`src/rtl/iddr_deser.sv`:
```
// DDR receive deserializer: packs captured bit pairs MSB-first into OW-bit words,
// realigning the word boundary by manual slip or by hunting for a sync word.
module iddr_deser #(
    parameter int unsigned   OW   = 8,
    parameter logic [OW-1:0] SYNC = OW'('hA5)
) (
    input  logic          i_clk,
    input  logic          i_reset_n,
    input  logic          i_en,
    input  logic [1:0]    i_ddr,
    input  logic          i_slip,
    input  logic          i_hunt,
    output logic          o_valid,
    output logic [OW-1:0] o_word,
    output logic          o_locked
);
    localparam int unsigned NW = $clog2(OW + 2);

    typedef enum logic {ST_HUNT, ST_LOCK} state_t;

    state_t        state_q, state_d;
    logic [OW-2:0] sreg_q, sreg_d;
    logic [NW-1:0] cnt_q, cnt_d;
    logic          aslip_q, aslip_d;
    logic          valid_q, valid_d;
    logic [OW-1:0] word_q, word_d;

    logic [OW:0]   sreg_n;
    logic          slip;
    logic          done;
    logic [NW-1:0] n;
    logic [NW-1:0] r;
    logic [OW-1:0] word;

    // The two oldest bits of the OW+1 bit shift buffer are never read after the
    // next shift, so only OW-1 bits are held; sreg_n rebuilds the full view.
    always_comb begin
        sreg_n = {sreg_q, i_ddr};
        slip   = (state_q == ST_LOCK) ? i_slip : aslip_q;
        n      = cnt_q + NW'(2) - NW'(slip);
        done   = (n >= NW'(OW));
        r      = n - NW'(OW);
        word   = r[0] ? sreg_n[OW:1] : sreg_n[OW-1:0];
    end

    always_comb begin
        sreg_d  = sreg_q;
        cnt_d   = cnt_q;
        state_d = state_q;
        aslip_d = aslip_q;
        valid_d = 1'b0;
        word_d  = word_q;
        if (i_en) begin
            sreg_d = sreg_n[OW-2:0];
            cnt_d  = done ? r : n;
            if (state_q == ST_HUNT) begin
                if (slip) begin
                    aslip_d = 1'b0;
                end
                if (done) begin
                    if (word == SYNC) begin
                        state_d = ST_LOCK;
                    end else begin
                        aslip_d = 1'b1;
                    end
                end
            end else if (done) begin
                valid_d = 1'b1;
                word_d  = word;
            end
        end
        // A hunt request overrides both a sync match and a LOCK-state emission.
        if (i_hunt) begin
            state_d = ST_HUNT;
            aslip_d = 1'b0;
            valid_d = 1'b0;
            word_d  = word_q;
        end
    end

    always_ff @(posedge i_clk or negedge i_reset_n) begin
        if (!i_reset_n) begin
            state_q <= ST_HUNT;
            sreg_q  <= '0;
            cnt_q   <= '0;
            aslip_q <= 1'b0;
            valid_q <= 1'b0;
            word_q  <= '0;
        end else begin
            state_q <= state_d;
            sreg_q  <= sreg_d;
            cnt_q   <= cnt_d;
            aslip_q <= aslip_d;
            valid_q <= valid_d;
            word_q  <= word_d;
        end
    end

    assign o_valid  = valid_q;
    assign o_word   = word_q;
    assign o_locked = (state_q == ST_LOCK);

endmodule

```
`config.mk`:
```
export PLATFORM = sky130hd
export DESIGN_NAME = iddr_deser
export DESIGN_NICKNAME = d
export VERILOG_FILES = /design/src/rtl/iddr_deser.sv
export SDC_FILE = /design/constraint.sdc
export NUM_CORES = 1
export LEC_CHECK = 0
export CELL_PAD_IN_SITES_DETAIL_PLACEMENT = 0
export CELL_PAD_IN_SITES_GLOBAL_PLACEMENT = 1
export CORE_MARGIN = 8
export CORE_UTILIZATION = 43
export CTS_BUF_LIST = sky130_fd_sc_hd__clkbuf_8 sky130_fd_sc_hd__clkbuf_16
export CTS_CLUSTER_DIAMETER = 120
export DETAILED_ROUTE_END_ITERATION = 16
export PLACE_DENSITY = 0.86
export SLEW_MARGIN = 20
export SYNTH_ARGS = -nofsm -noshare
export SYNTH_HDL_FRONTEND = slang
export SYNTH_SLANG_ARGS = --single-unit
```
`constraint.sdc`:
```
create_clock -name i_clk -period 2.9 [get_ports i_clk]
set_input_delay 0.58 -clock i_clk [delete_from_list [all_inputs] [get_ports i_clk]]
set_output_delay 0.58 -clock i_clk [all_outputs]
set_load 0.02 [all_outputs]
```
==> results.py, run 1 <==
metrics = {
    "power": {
        "p_leak_nw": 0.564,
        "p_switching_mw": 0.240,
        "swShare_pct": 29.6,
        "p_int_mw": 0.570,
        "ir_drop_mv": 0.418,
        "comb_power_share_pct": 32.2,
        "powerDensity_mw_per_mm2": 654,
        "p_seq_share_pct": 45.5,
        "power_mw": 0.810,
        "clkPwrFrac_pct": 22.2,
    },
    "timing": {
        "worstMarginPinSlew_ps": 891,
        "finClkSkew_ps": 2.10,
        "hold_viol": 0,
        "setup_tns_ps": 0,
        "slew_viol_final": 0,
        "final-setup-viol-count": 0,
        "grt_setup_unrepaired": "no",
        "maxSlewHeadroom_pct": 40.4,
        "hold_ws_ps": 478,
        "fin_crit_ps": 2300,
        "fmax_ghz": 0.434,
        "finalCritPeriodShare_pct": 79.5,
    },
    "placed_design": {
        "hpwl_um": 1290,
        "portBuffers": 16,
        "dp.cells": 128,
        "place_area_mm2": 0.00119,
        "place_congestion": 0.744,
    },
    "cts": {
        "cts_resized": 0,
        "clkLatencyLatePin_ps": 250,
        "cts.sink_count": 21,
        "cts_tree": "yes",
        "cts_max_level": 1,
        "cts_buffers": 3,
        "root_buffer": "clkbuf_8",
        "clock_path_buffers": 2,
        "cts_hold_buf": 0,
        "cts_setup_buffers": 0,
        "cts.clk_slew.worst_paths_ps": 70,
    },
    "logic_synthesis": {
        "ys_warn_count": 0,
        "synth-edff-count": 0,
        "ys_types": 23,
        "synth.area.top_cells": "dfrtp_1 52%, mux2_2 10%, mux2i_1 9.0%",
        "synth-main-ff-cell": "dfrtp_1",
        "avgSynthCellArea_um2": 11.8,
        "syn_nets": 96,
        "synth_common_cells": "21 x dfrtp_1, 10 x o21ai_0, 9 x mux2_2, 9 x mux2i_1, 9 x nand2_1",
        "synth_most_common_cell": "dfrtp_1",
        "yosys.area.top_type_share_pct": 52.4,
        "yosysSeqAreaShare_pct": 52.4,
        "syn-cell-area_mm2": 0.00100,
        "ys_seq_elements": 21,
        "netlist_instances": 85,
        "async_flop_share_pct": 100,
        "yosysTopAreaCell": "dfrtp_1",
    },
    "job": {
        "maxCapViolations": 0,
    },
    "drt": {
        "routed_via_density": 4.85,
        "ant_nets": 0,
        "drt_wl_total_um": 1690,
        "drc": 0,
        "drt_first_pass_iters": 4,
        "num_vias": 640,
        "drt-initial-drc-count": 9,
        "wire_per_inst_um": 12.8,
    },
    "global_routing": {
        "grt_pass1_wl_um": 2980,
        "grt_pass1_vias": 670,
        "grt_usage_pct": 8.94,
        "antenna_found_initial": 0,
        "grt_max_degree": 22,
        "grt_overflow": 0,
    },
    "layout": {
        "drive_gt1_share_pct": 15.4,
        "area_delta_synth_final_pct": 23.4,
        "stdcell_count": 132,
        "num-nets-final": 116,
        "num_antenna_cells": 0,
        "final_cell_area_mm2": 0.00124,
    },
    "setup_path": {
        "critPathBufInv": 1,
        "crit_family": "simple AND/OR/NAND/NOR gates",
        "slowest_delay_ps": 400,
        "crit_path_cell_trace": "clkdlybuf4s50_1 > mux2_2 > ha_1 > and4bb_2 > a22oi_1 > or3_1 > a21oi_1",
        "criticalPathCategory": "in2reg",
        "endpoint_kind": "register",
        "start_kind": "input pin",
        "path_max_fanout": 7,
        "cp.required_ps": 3080,
        "crit_arrival_ps": 2480,
        "crit_slowest_cell": "ha_1",
    },
    "die": {
        "die-area_mm2": 0.00414,
        "initial_core_util_pct": 45.4,
        "die_x_um": 64.3,
        "fp-row-count": 17,
        "die_h_um": 64.3,
        "io_pins": 17,
        "core_mm2": 0.00221,
    },
    "min_path": {
        "hold_class": "reg2reg",
    },
    "outcome": {
        "status": "finished clean",
    },
}
## state kept, by name, summed over array words and instances (netlist names)
signal / cells
o_word: 8
sreg_q: 7
cnt_q: 3
aslip_q: 1
o_locked: 1
o_valid: 1
## kinds of logic after synthesis
| kind of cell | count (synthesis) | share of synthesized area [%] |
|---|---|---|
| DFF | 21 | 52.4 |
| and+or+nand+nor | 19 | 11.7 |
| muxes | 18 | 19.1 |
| AOI/OAI and AO/OA | 14 | 7.61 |
| buffers and inverters | 9 | 4.24 |
| adders and majority gates | 4 | 4.99 |
## layer usage
layer	GRT usage, %	vias up	share of wire, %
met5	0	-	0
met4	5.72	0	1.8
met3	3.14	4	6.0
met2	12.9	12	44
met1	11.0	294	48
li1	-	330	-
## cell usage in the layout (no fill, tap or decap), drive strengths merged
master	instances
nand3	1
nand2	9
or3	1
nor2b	1
and4bb	2
a21oi	2
nor3b	1
mux2	9
nand3b	1
inv	7
nand4bb	1
buf	2
o21ai	10
ha	4
clkdlybuf4s50	16
nand2b	1
a22oi	1
dfrtp	21
and2b	1
clkbuf	3
a2bb2oi	1
mux2i	9
## final timing paths
check	startpoint	to	slack, ps	cells past startpoint
min	o_word[2]	o_word[2]	480	2
min reg2reg	o_word[2]	o_word[2]	480	2
max	i_slip	o_locked	600	7
min in group asynchronous	i_reset_n	cnt_q[1]	830	1
max reg2reg	o_locked	o_locked	820	6
max in group asynchronous	i_reset_n	o_word[2]	1530	1
## through the flow
stage,setup slack [ps],utilization (%)
CTS,609,56.0
global route,467,56.0
finish,595,56.0
global placement,387,54.0
detailed placement,349,54.0
floorplan,746,-
## layout make-up
cell class	instances	area, um2
fill	203	973
timing repair buffer	18	175
sequential	21	526
tap	28	35.0
multi-input combinational	55	435
clock buffer	3	41.3
inverter	6	22.5
clock inverter	1	3.75
## power by group through the flow
stage | registers [mW] | clock network, mW | logic [mW]
finish | 0.369 | 0.180 | 0.261
global route | 0.375 | 0.201 | 0.292
CTS | 0.369 | 0.189 | 0.263
detailed placement | 0.375 | 0 | 0.261
global placement | 0.372 | 0 | 0.255
floorplan | 0.368 | 0 | 0.211
## worst reg2reg max path, delay by kind of cell (launching register included)
family / cells / cell delay (ps)
adder cells (fa/ha/maj): 1 / 400
AND/OR/NAND/NOR: 2 / 610
AO/OA/AOI/OAI: 2 / 240
multiplexers: 1 / 350
flip-flops: 1 / 410
No activity file was read; power rests on OpenSTA's default activity.
==> run 2, diff against run 1 <==
--- a/config.mk
+++ b/config.mk
@@ -8,11 +8,11 @@
 export CELL_PAD_IN_SITES_DETAIL_PLACEMENT = 0
 export CELL_PAD_IN_SITES_GLOBAL_PLACEMENT = 1
 export CORE_MARGIN = 8
-export CORE_UTILIZATION = 43
+export CORE_UTILIZATION = 36
 export CTS_BUF_LIST = sky130_fd_sc_hd__clkbuf_8 sky130_fd_sc_hd__clkbuf_16
 export CTS_CLUSTER_DIAMETER = 120
 export DETAILED_ROUTE_END_ITERATION = 16
-export PLACE_DENSITY = 0.86
+export PLACE_DENSITY = 0.77
 export SLEW_MARGIN = 20
 export SYNTH_ARGS = -nofsm -noshare
 export SYNTH_HDL_FRONTEND = slang
==> constraint.sdc (replaced) <==
create_clock -name i_clk -period 1.9 [get_ports i_clk]
set_input_delay 0.38 -clock i_clk [delete_from_list [all_inputs] [get_ports i_clk]]
set_output_delay 0.38 -clock i_clk [all_outputs]
set_load 0.02 [all_outputs]
==> results.py, run 2 (same netlist as run 1, synthesis figures left out) <==
metrics = {
    "outcome": {
        "status": "finished with violations",
        "violations": "negative setup slack",
    },
    "timing": {
        "worstMarginPinSlew_ps": 288,
        "maxSlewHeadroom_pct": 80.8,
        "finClkSkew_ps": 1.57,
        "fin_crit_ps": 1910,
        "finalCritPeriodShare_pct": 100,
        "final-setup-viol-count": 1,
        "hold_viol": 0,
        "fmax_ghz": 0.524,
        "grt_setup_unrepaired": "yes",
        "fin_ws_ps": -7.34,
        "hold_ws_ps": 465,
        "slew_viol_final": 0,
        "setup_tns_ps": -7.34,
    },
    "setup_path": {
        "criticalPathCategory": "reg2reg",
        "crit_family": "simple AND/OR/NAND/NOR gates",
        "startpoint": "o_locked",
        "crit_path_cell_trace": "mux2_4 > ha_4 > nand4bb_1 > a2bb2oi_2 > or3_1 > a21oi_2",
        "cp.required_ps": 2080,
        "r2r-end": "o_locked",
        "path_max_fanout": 5,
        "start_kind": "register",
        "crit_arrival_ps": 2090,
        "endpoint_kind": "register",
        "slowest_delay_ps": 420,
        "r2r_start": "o_locked",
        "crit_slowest_cell": "dfrtp_2",
        "r2r_slack_ps": -7,
        "reg2regPathDepth": 6,
        "critPathBufInv": 0,
    },
    "global_routing": {
        "met1_usage_pct": 11.1,
        "grt_util_met3_pct": 1.45,
        "busiest_layer": "met2",
        "grt_usage_pct": 9.01,
        "grt_overflow": 0,
        "grt_pass1_vias": 699,
        "grt_max_degree": 22,
        "use_met2_pct": 14.5,
        "grt_pass1_wl_um": 3240,
        "antenna_found_initial": 0,
    },
    "drt": {
        "drt_wl_total_um": 2060,
        "wire_per_inst_um": 14.4,
        "drc": 0,
        "routed_via_density": 4.94,
        "drt_first_pass_iters": 4,
        "drt-initial-drc-count": 37,
        "ant_nets": 0,
        "num_vias": 707,
    },
    "layout": {
        "num_antenna_cells": 0,
        "mostFrequentLayoutCells": "20 x dfrtp_1, 15 x clkdlybuf4s50_1, 9 x mux2i_1",
        "final_cell_area_mm2": 0.00141,
        "num-nets-final": 124,
        "area_delta_synth_final_pct": 40.8,
        "num-fill-cells": 247,
        "largest_reg_flops": 8,
        "drive_gt1_share_pct": 33.0,
        "utilization_pct": 52.1,
        "final_common_cell": "dfrtp_1",
    },
    "placed_design": {
        "portBuffers": 16,
        "place_area_mm2": 0.00129,
        "pre_cts_ws_ps": -335,
        "place_congestion": 0.726,
        "hpwl_um": 1470,
    },
    "die": {
        "io_pins": 17,
        "die-area_mm2": 0.00473,
        "die_x_um": 68.8,
        "fp-row-count": 19,
        "core_mm2": 0.00271,
        "die_h_um": 68.8,
        "initial_core_util_pct": 37.0,
    },
    "power": {
        "p_leak_nw": 0.602,
        "powerDensity_mw_per_mm2": 1010,
        "ir_drop_mv": 0.618,
    },
    "cts": {
        "cts.clk_slew.worst_paths_ps": 80,
        "cts_max_level": 1,
        "cts.sink_count": 21,
        "cts_hold_buf": 0,
        "cts_buffers": 3,
        "root_buffer": "clkbuf_8",
        "clkLatencyLatePin_ps": 250,
        "cts_tree": "yes",
        "clock_path_buffers": 2,
    },
    "min_path": {
        "hold_class": "in2async",
    },
    "job": {
        "maxCapViolations": 0,
    },
}
[run 2: cell types whose count changed in the layout (fill, tap and decap cells not counted), sizes merged]
cell and change:
clkinv +1, buf +6, dlygate4sd2 +1, inv -1, clkdlybuf4s50 -1, nand3 +2
[run 2: worst register-to-register path: stages, from the launching register on]
cell       delay [ps]
dfrtp_2           420
mux2_4            320
ha_4              260
nand4bb_1         210
a2bb2oi_2         180
or3_1             330
a21oi_2           130
[run 2: area by class of cell]
cell class                      instances  area (um2)  area share [%]
Clock buffer                            3        41.3            2.92
Multi-Input combinational cell         57         544            38.5
Timing Repair Buffer                   24         231            16.4
Sequential cell                        21         527            37.3
Inverter                                6        25.0            1.77
Clock inverter                          1        5.00           0.354
Tap cell                               31        38.8            2.75
[run 2: where the power goes]
group / total (mW) / internal (mW) / switching (mW)
Clock: 0.289 / 0.146 / 0.143
Combinational: 0.562 / 0.320 / 0.242
Sequential: 0.573 / 0.512 / 0.0616
Total: 1.42 / 0.977 / 0.447
[run 2: worst max path at each step]
| stage | to | slack (ps) | depth (start not counted) |
|---|---|---|---|
| after floorplan | o_locked | -30 | 7 |
| after global placement | o_locked | -330 | 7 |
| after detailed placement | o_locked | -340 | 7 |
| after CTS | o_locked | -10 | 6 |
| after global routing | o_locked | -110 | 6 |
| final | o_locked | -7 | 6 |
[run 2: repair_timing]
action	4_1_cts	5_1_grt
gates cloned	0	2
pin swaps	4	13
gates resized for setup	2	11
buffers inserted	1	2
endpoints found under the setup margin	5	9
[run 2: metal layers]
metal	wire length (um)	vias to the layer above
li1	-	355
met1	966	339
met2	978	11
met3	82	2
met4	27	0
met5	0	-
[run 2: stage by stage]
| stage | total power [mW] | cells |
|---|---|---|
| 6_report | 1.42 | 143 |
| 5_1_grt | 1.52 | 143 |
| 4_1_cts | 1.40 | 139 |
| 3_5_place_dp | 1.09 | 134 |
| 3_3_place_gp | 1.07 | 134 |
| 2_1_floorplan | 0.954 | 85 |
==> RTL change: new RTL, config.mk and constraints of run 1 <==
The output `o_valid` loses its register stage (`valid_q` becomes a continuous assignment).
--- a/src/rtl/iddr_deser.sv
+++ b/src/rtl/iddr_deser.sv
@@ -85,5 +85,4 @@
             cnt_q   <= '0;
             aslip_q <= 1'b0;
-            valid_q <= 1'b0;
             word_q  <= '0;
         end else begin
@@ -92,8 +91,9 @@
             cnt_q   <= cnt_d;
             aslip_q <= aslip_d;
-            valid_q <= valid_d;
             word_q  <= word_d;
         end
     end
+
+    assign valid_q = valid_d;
 
     assign o_valid  = valid_q;
Check against the original RTL: not equivalent (a bounded check fails within 10 cycles, from zero or initial values and one cycle with i_reset_n low).
==> RTL change against run 1 <==
  * Synthesized cell count is 1.2% lower
  * Worst hold slack worse by 1.8 ps
  * Setup slack worse by 510 ps
  * Sequential cell count is 1 lower
  * Synthesized area is 2.5% lower
  * Design area is 0.40% higher
  * Critical endpoint is now o_valid
  * Global-route usage is 0.77 points higher
  * Via count is 0.63% lower
  * Wire length is 4.3% higher
  * Total power is 0.75% lower
==> RTL change: results (changes against run 1) <==
metric	value	unit	change
ir_drop	0.0003598	V	-14%
wl	1766	µm	+4.3%
syn_nets	95		-1.0%
ys.flop_type	dfrtp_1		
dp_hpwl	1336	µm	+3.6%
place_congestion	0.7644		+2.8%
first_pass_iters	2		-2
fillers	207		+2.0%
p_leak	0.5547	nW	-1.6%
wl_per_cell	13.38	µm	+4.3%
cp.arrival	2240	ps	-240 ps
ys_seq_area_share	51.15	%	-1.2 points
ys_top_cells_by_area	dfrtp_1 51%, mux2_2 10%, mux2i_1 9.2%		
grt_pass1_wl	3194	µm	+7.2%
synthTopCellsByCount	20 x dfrtp_1, 10 x o21ai_0, 9 x mux2_2, 9 x mux2i_1, 9 x nand2_1		
outcome	finished clean		
cts_post_setup_buffers_inserted	0		unchanged
avgSynthCellArea	11.65	µm²	-1.3%
skew	4.744	ps	+2.642 ps
place_inst	129		+0.78%
clk_latency	250	ps	about the same
cts_root_buf	clkbuf_8		
synth.distinct_cells	23		unchanged
antenna_found_initial	0		unchanged
final_nets	117		+0.86%
port_buffers	16		unchanged
first_iter_violations	17		+8
pre_cts_ws	-411.2	ps	-760.1 ps
fin_crit	2816	ps	+511.5 ps
r2r_setup_slack	860	ps	+40 ps
worstMarginPinSlew	862.2	ps	-28.47 ps
drive_gt1_share	23.08	%	+7.7 points
grt_usage	9.717	%	+0.77 points
critical-path-top-delay-family	buffers and inverters		
ys_async_sr_fraction	100.0	%	unchanged
clk_path_buf_depth	2		unchanged
cp_slowest_cell	clkdlybuf4s50_1		
hold_path_class	reg -> reg		
numCtsBuffers	3		unchanged
first_global_vias	657		-1.9%
vias	636		-0.63%
cts_max_level	1		unchanged
grt_max_degree	21		-4.5%
clk_pin_slew	60	ps	
crit_path_max_fanout	2		-5
## RTL change: cell count changes in the layout (fill, tap and decap cells not counted), sizes merged
cell | before | now
buf | 2 | 5
clkdlybuf4s50 | 16 | 15
dfrtp | 21 | 20
inv | 7 | 6
## RTL change: worst min-delay path: cells and delay by family, from the launching register on
kind / cells / cell delay, ps
flip-flops: 1 / 340
AND/OR/NAND/NOR: 1 / 50
AO/OA/AOI/OAI: 1 / 60
## RTL change: cells by family (layout without fill, tap and decap cells)
group,after synthesis,after routing,share of synthesized area [%]
compound gates,14,14,7.801
fa+ha+maj,4,4,5.115
buf+inv,9,29,4.347
flops,20,20,51.15
mux,18,18,19.57
simple gates,19,19,12.02
## RTL change: per-stage QoR
stage               hold slack (ps)  cell area (µm²)  power [W]
detailed placement            469.1             1184  0.0006262
global placement              460.6             1184  0.0006170
floorplan                     284.4            978.4  0.0005650
CTS                           484.6             1220  0.0008041
global route                  504.5             1244  0.0008620
finish                        476.1             1244  0.0008041
## RTL change: per-layer routing
layer / share of wire [%] / vias up / routed length, µm / GRT usage [%]
li1: - / 333 / - / -
met4: 0.79 / 0 / 14 / 5.014
met2: 46 / 9 / 817 / 14.83
met5: 0 / - / 0 / 0
met3: 4.9 / 2 / 87 / 3.710
met1: 48 / 292 / 847 / 11.62
## RTL change: path summary, 6_finish.rpt
path	start	end	cells past startpoint
max	i_slip	o_valid	10
min	o_word[5]	o_word[5]	2
max reg2reg	o_locked	o_locked	6
min reg2reg	o_word[5]	o_word[5]	2
max in group asynchronous	i_reset_n	o_word[3]	1
min in group asynchronous	i_reset_n	cnt_q[1]	1
## RTL change: what timing repair did
item / in CTS / in global routing
hold buffers: 0 / 0
setup endpoints to repair: 1 / 1
resized for setup: 4 / 8
pin swaps: 0 / 0
## RTL change: final cells by class
cell class	instances	share of cell area, %
clock buffers	3	3.320
inverters	6	1.811
multi-input cells	55	36.42
flip-flops and latches	20	40.24
well taps	28	2.817
repair buffers	20	15.39
## RTL change: power by group
group | switching, W | internal (W) | total, W
Clock | 0.0000814 | 0.0000922 | 0.000174
Sequential | 0.0000350 | 0.000322 | 0.000357
Combinational | 0.000125 | 0.000149 | 0.000274
Total | 0.000241 | 0.000563 | 0.000804
